[src/rtl/mips_multicycle_controller.sv]
// Multicycle MIPS controller: Moore FSM driving datapath selects and enables,
// with a retired-instruction counter and an illegal-instruction debug pulse.
module mips_multicycle_controller #(
    parameter int unsigned CNT_W = 32
) (
    input  logic             clk,
    input  logic             reset_n,
    input  logic [5:0]       opcode,
    input  logic [5:0]       funct,
    output logic             mem_to_reg,
    output logic             reg_dest,
    output logic             i_or_d,
    output logic             alu_src_a,
    output logic [1:0]       alu_src_b,
    output logic [1:0]       pc_src,
    output logic [2:0]       alu_control,
    output logic             ir_write,
    output logic             mem_write,
    output logic             pc_write,
    output logic             branch,
    output logic             reg_write,
    output logic [3:0]       state,
    output logic             illegal_op,
    output logic [CNT_W-1:0] instr_count
);

    localparam logic [3:0] FETCH  = 4'd0;
    localparam logic [3:0] DECODE = 4'd1;
    localparam logic [3:0] MEMADR = 4'd2;
    localparam logic [3:0] MEMRD  = 4'd3;
    localparam logic [3:0] MEMWB  = 4'd4;
    localparam logic [3:0] MEMWR  = 4'd5;
    localparam logic [3:0] EXEC   = 4'd6;
    localparam logic [3:0] ALUWB  = 4'd7;
    localparam logic [3:0] BEQ    = 4'd8;
    localparam logic [3:0] ADDIEX = 4'd9;
    localparam logic [3:0] ADDIWB = 4'd10;
    localparam logic [3:0] JUMP   = 4'd11;

    localparam logic [5:0] OP_RTYPE = 6'b000000;
    localparam logic [5:0] OP_LW    = 6'b100011;
    localparam logic [5:0] OP_SW    = 6'b101011;
    localparam logic [5:0] OP_BEQ   = 6'b000100;
    localparam logic [5:0] OP_ADDI  = 6'b001000;
    localparam logic [5:0] OP_J     = 6'b000010;

    logic [3:0] state_q, state_d;
    logic       funct_ok;
    logic [2:0] funct_alu;
    logic       opcode_ok;
    logic       retire;
    logic       ir_write_raw, mem_write_raw, pc_write_raw, branch_raw, reg_write_raw;

    // R-type funct decode to ALU operation.
    always_comb begin
        funct_ok  = 1'b1;
        funct_alu = 3'b010;
        case (funct)
            6'b100000: funct_alu = 3'b010;
            6'b100010: funct_alu = 3'b110;
            6'b100100: funct_alu = 3'b000;
            6'b100101: funct_alu = 3'b001;
            6'b101010: funct_alu = 3'b111;
            default:   funct_ok  = 1'b0;
        endcase
    end

    // Opcode legality check used by DECODE.
    always_comb begin
        case (opcode)
            OP_RTYPE, OP_LW, OP_SW, OP_BEQ, OP_ADDI, OP_J: opcode_ok = 1'b1;
            default:                                       opcode_ok = 1'b0;
        endcase
    end

    // Next-state logic.
    always_comb begin
        state_d = FETCH;
        case (state_q)
            FETCH:  state_d = DECODE;
            DECODE: begin
                case (opcode)
                    OP_LW, OP_SW: state_d = MEMADR;
                    OP_RTYPE:     state_d = EXEC;
                    OP_BEQ:       state_d = BEQ;
                    OP_ADDI:      state_d = ADDIEX;
                    OP_J:         state_d = JUMP;
                    default:      state_d = FETCH;
                endcase
            end
            // IR holds the instruction, so opcode is still valid here.
            MEMADR: state_d = (opcode == OP_SW) ? MEMWR : MEMRD;
            MEMRD:  state_d = MEMWB;
            EXEC:   state_d = funct_ok ? ALUWB : FETCH;
            ADDIEX: state_d = ADDIWB;
            default: state_d = FETCH;
        endcase
    end

    // State register.
    always_ff @(posedge clk or negedge reset_n) begin
        if (!reset_n) state_q <= FETCH;
        else          state_q <= state_d;
    end

    assign retire = (state_q == MEMWB) || (state_q == MEMWR) || (state_q == ALUWB) ||
                    (state_q == BEQ)   || (state_q == ADDIWB) || (state_q == JUMP);

    // Retired-instruction counter, bumped on the edge leaving a final state.
    always_ff @(posedge clk or negedge reset_n) begin
        if (!reset_n)    instr_count <= '0;
        else if (retire) instr_count <= instr_count + CNT_W'(1);
    end

    // Moore output decode; unlisted outputs default to 0.
    always_comb begin
        mem_to_reg    = 1'b0;
        reg_dest      = 1'b0;
        i_or_d        = 1'b0;
        alu_src_a     = 1'b0;
        alu_src_b     = 2'b00;
        pc_src        = 2'b00;
        alu_control   = 3'b000;
        ir_write_raw  = 1'b0;
        mem_write_raw = 1'b0;
        pc_write_raw  = 1'b0;
        branch_raw    = 1'b0;
        reg_write_raw = 1'b0;
        case (state_q)
            FETCH: begin
                alu_src_b    = 2'b01;
                alu_control  = 3'b010;
                ir_write_raw = 1'b1;
                pc_write_raw = 1'b1;
            end
            DECODE: begin
                alu_src_b   = 2'b11;
                alu_control = 3'b010;
            end
            MEMADR, ADDIEX: begin
                alu_src_a   = 1'b1;
                alu_src_b   = 2'b10;
                alu_control = 3'b010;
            end
            MEMRD: i_or_d = 1'b1;
            MEMWB: begin
                mem_to_reg    = 1'b1;
                reg_write_raw = 1'b1;
            end
            MEMWR: begin
                i_or_d        = 1'b1;
                mem_write_raw = 1'b1;
            end
            EXEC: begin
                alu_src_a   = 1'b1;
                alu_control = funct_alu;
            end
            ALUWB: begin
                reg_dest      = 1'b1;
                reg_write_raw = 1'b1;
            end
            BEQ: begin
                alu_src_a   = 1'b1;
                alu_control = 3'b110;
                pc_src      = 2'b01;
                branch_raw  = 1'b1;
            end
            ADDIWB: reg_write_raw = 1'b1;
            JUMP: begin
                pc_src       = 2'b10;
                pc_write_raw = 1'b1;
            end
            default: ;
        endcase
    end

    // Enables drop asynchronously with reset so an aborted instruction writes nothing.
    assign ir_write  = ir_write_raw & reset_n;
    assign mem_write = mem_write_raw & reset_n;
    assign pc_write  = pc_write_raw & reset_n;
    assign branch    = branch_raw & reset_n;
    assign reg_write = reg_write_raw & reset_n;

    assign illegal_op = (state_q == DECODE) &&
                        (!opcode_ok || ((opcode == OP_RTYPE) && !funct_ok));
    assign state      = state_q;

endmodule
[config.mk]
export PLATFORM = sky130hd
export DESIGN_NAME = mips_multicycle_controller
export DESIGN_NICKNAME = d
export VERILOG_FILES = /design/src/rtl/mips_multicycle_controller.sv
export SDC_FILE = /design/constraint.sdc
export NUM_CORES = 1
export LEC_CHECK = 0
export CORE_ASPECT_RATIO = 1.4
export CORE_UTILIZATION = 60
export CTS_CLUSTER_SIZE = 12
export DETAILED_ROUTE_END_ITERATION = 8
export DONT_BUFFER_PORTS = 1
export PLACE_DENSITY = 0.81
export SYNTH_ARGS = -nofsm -noshare
export SYNTH_HDL_FRONTEND = slang
export SYNTH_SLANG_ARGS = --single-unit
[constraint.sdc]
create_clock -name clk -period 3.1 [get_ports clk]
set_input_delay 0.465 -clock clk [delete_from_list [all_inputs] [get_ports clk]]
set_output_delay 0.465 -clock clk [all_outputs]
set_load 0.05 [all_outputs]
# Word-level counts from Yosys, hierarchy flattened
# Cells that the tools add are included.
# word_totals
register_bits	36
inputBits	14
out_inout_bits	53
word_cells	69
# classes
add_sub_neg	1
n_eq_ne	21
muxes	19
n_bitwise	5
n_reduce_logical	21
# op_table
operator	count
== test 6 bit (second input constant)	7
adder 32 x 1 -> 32 bit (second input constant)	1
case mux 4 bit (6 select lines)	1
case mux 4 bit (5 select lines)	1
== test 4 x 3 -> 1 bit (second input constant)	4
== test 4 bit (second input constant)	4
case mux 3 bit (4 select lines)	1
2-to-1 mux 1 bit	11
case mux 3 bit (3 select lines)	1
== test 4 x 2 -> 1 bit (second input constant)	2
OR reduction 2 bit	4
OR reduction 4 bit	2
== test 6 x 2 -> 1 bit (second input constant)	1
== test 6 x 3 -> 1 bit (second input constant)	1
== test 6 x 4 -> 1 bit (second input constant)	1
logical NOT 6 bit	1
logical OR 1 bit	6
2-to-1 mux 3 bit	2
case mux 2 bit (3 select lines)	1
OR reduction 6 bit	1
AND 1 bit	5
OR reduction 5 bit	1
== test 4 x 1 -> 1 bit (second input constant)	1
logical NOT 4 bit	1
4 further kinds	6

# Depth between registers and ports, before layout
# logic_depth
ltp_word	7
mapped_depth	6
depth_no_buf	5

# Worst setup path before layout
# Ideal clock, no wire load.
# synth_timing
kind	reg-to-output
startpoint	reg state_q[1], in the netlist state[1]
endpoint	out alu_control[2]
arrival_ns	2.676
required_time_ns	2.635
path_slack_ns	-0.041
stages_incl_launch_ff	5
path_buffers	2
cell_sequence	dfrtp_1 buf_6 clkbuf_1 nor3_1 o21bai_1
# synth_between
elab_chain_len	3
word_cells_on_any_way	8
cone_classes	eq/ne (5); mux (1); reduce/logical (2)
# synth_rtl
element	line_no	text
start: declaration	47	logic [3:0] state_q, state_d;
start signal: assignment	103	else state_q <= state_d;
== test 4 x 1 -> 1 bit, or another cell as far along	129	case (state_q)
OR reduction 4 bit (no line)	--	
case mux 3 bit (3 select lines) *	129	
end: declaration	16	output logic [2:0] alu_control,
# Mark *: on every way between the ends. The rest lies on a longest branch, timed or not.

# Final worst setup path
# layout_timing
startpoint	reg state_q[2], in the netlist state[2]
endpoint	out pc_write
# layout_between
elab_chain_len	4
word_cells_on_any_way	5
cone_classes	eq/ne (1); mux (1); bitwise (1); reduce/logical (2)
# layout_rtl
element	line_no	text
== test 4 bit / logical NOT 4 bit (equally long branches)	129	
OR reduction 2 bit (no line) *	--	
2-to-1 mux 1 bit *	129	
AND 1 bit *	180	assign pc_write = pc_write_raw & reset_n;
end: declaration	19	output logic pc_write,
# Marks and branches as above.

==> impl_metrics.toml <==
[sta]
relSlewSlack = 0.413
fin_hold_ws_ns = 0.0120
drv_slew = 0
hold_viol_final = 0
clock.fmax_mhz = 377
min_period_ns = 2.66
fin_tns_setup_ns = 0
rsz0062_at_grt = "false"
setup_viol = 0
finalCritPeriodShare = 0.857
tightest_slew_ns = 0.875
clock_skew_ns = 0.00470

[clock_network]
cts_tree = "built"
cts_setup_buffers = 0
clk-insertion-delay-late_ns = 0.28
htreeDepth = 2
cts_resized = 0
clk_pin_slew_ns = 0.07
cts-root-buf = "clkbuf_8"
cts_buffers = 5
cts.sinks = 36
clk_path_buf_depth = 2
cts_hold_buffers = 1

[synthesis]
syn_avg_cell_area_sq_um = 9.62
synth_top_cell_area_share = 0.438
yosysSeqAreaShare = 0.438
synth-seq-cells = 36
synth_largest_area_cell = "dfrtp_1"
syn-num-nets = 229
yosys_warnings = 0
synth_edf_count = 0
synthTopCellsByArea = "dfrtp_1, xnor2_1, nand2_1"
yosysUniqueCellTypes = 38
async_reset_ff_frac = 1.00
syn_inst = 214
ys.flop_type = "dfrtp_1"
synth_common_cells = "dfrtp_1, xnor2_1, nand2_1"
syn_area_sq_mm = 0.00206
yosys.cell_count.top_type = "dfrtp_1"

[detailed_routing]
final_antenna_net_count = 0
dr.pass1.iters = 5
drtIter0Drc = 74
wirelength_mm = 4.96
vias_per_cell = 6.38
num_vias = 1741
wl_per_cell_um = 18.2
drt_drc_violations_left = 0

[floorplan]
dieArea_sq_mm = 0.00367
initial_utilization = 0.647
die_x_um = 51.5
core_sq_mm = 0.00318
fp-row-count = 24
die_h_um = 71.3
top_level_ports = 67

[grt]
antenna_found_initial = 0
grt_use_met1 = 0.319
grt_use_total = 0.287
use_met3 = 0.0679
grt_use_met2 = 0.528
grt_pass1_wl_mm = 7.95
gr-total-overflow = 0
grt_pass1_vias = 1782
grt_max_degree = 37
busiest_layer = "met2"

[cells_and_area]
final_area_sq_mm = 0.00234
drive_above_1_share = 0.158
syn_to_final_growth_pct = 13.6
n_antenna_cell = 0
finalNetCount = 248
final_util = 0.735

[placement]
gp_congestion = 0.839
io_buffers = 0
placedInstanceArea_sq_mm = 0.00223
hpwl_mm = 3.59

[worst_hold_path]
hold_path.class = "input pin to asynchronous set/reset pin"

[power]
p_leak_nw = 1.05
ir_drop_v = 0.000778
power_density_mw_per_mm2 = 713

[setup_path]
worstPathArrival_ns = 2.19
path_class = "flip-flop to output port"
worstSetupEndpointType = "output port"
cp_max_fo = 9
reg2reg_to = "instr_count[25]"
crit_path_start = "state[2]"
crit_path_end = "pc_write"
rr_startpoint = "instr_count[14]"
cp-start-kind = "flip-flop"
cp.required_ns = 2.63
reg2reg_depth = 5
rrSetupSlack_ns = 0.77

[status]
outcome = "completed"

[job]
cap_violations = 0
[routing by layer]
metal | wire, um | vias to the layer above | share of wire
met3 | 372 | 9 | 0.075
li1 | - | 788 | -
met5 | 0 | - | 0
met4 | 64 | 0 | 0.013
met1 | 1730 | 854 | 0.35
met2 | 2790 | 90 | 0.56
[layout make-up]
class	count	area (sq um)
inverters	2	7.51
clock inverters	2	10.0
repair buffers	19	168
flip-flops and latches	36	901
clock buffers	6	82.6
well taps	39	48.8
fillers	226	845
multi-input cells	169	1120
[cells in the final DEF (no fill, tap or decap), types with 4 or more instances in the layout]
cell type,netlist,layout
dfrtp_1,36,36
clkbuf_8,0,6
xnor2_1,31,31
nand4_1,11,11
and3_1,8,8
o21ai_0,5,4
nor2b_1,7,7
nor2_1,15,15
nand3_1,18,18
nand2_1,26,26
a21oi_1,7,7
nor3_1,8,7
buf_4,1,17
[metrics by stage]
step           cells  setup WS [ns]  power [mW]
6_report         273          0.444        1.67
5_1_grt          273          0.341        1.74
3_5_place_dp     264          0.758        1.32
2_1_floorplan    214          0.272        1.16
3_3_place_gp     264          0.829        1.30
4_1_cts          273          0.453        1.67
[how the worst min path moves through the flow]
stage | cells after the start | end | from
floorplan | 0 | instr_count[0] | reset_n
global placement | 0 | instr_count[16] | reset_n
detailed placement | 0 | instr_count[16] | reset_n
CTS | 1 | instr_count[0] | reset_n
global route | 1 | instr_count[17] | reset_n
finish | 1 | instr_count[12] | reset_n
[where the power goes]
group	internal [mW]	switching [mW]
logic	0.196	0.471
clock network	0.177	0.161
registers	0.507	0.156
[critical path: stages, from the launching register on]
cell and delay (ns):
dfrtp_1 0.47, buf_4 0.25, nor2_1 0.23, and3_1 0.53, a21o_1 0.41
[sequential cells by signal, summed over array words and instances (netlist names)]
register and cells:
instr_count 32, state 4
[cells by family after synthesis]
group	share of synthesized area
and+or+nand+nor	0.310
DFF	0.438
buffers and inverters	0.0225
adders and majority gates	0.00608
xor gates and xnor gates	0.145
AOI/OAI and AO/OA	0.0790
(Power assumes the default switching activity.)
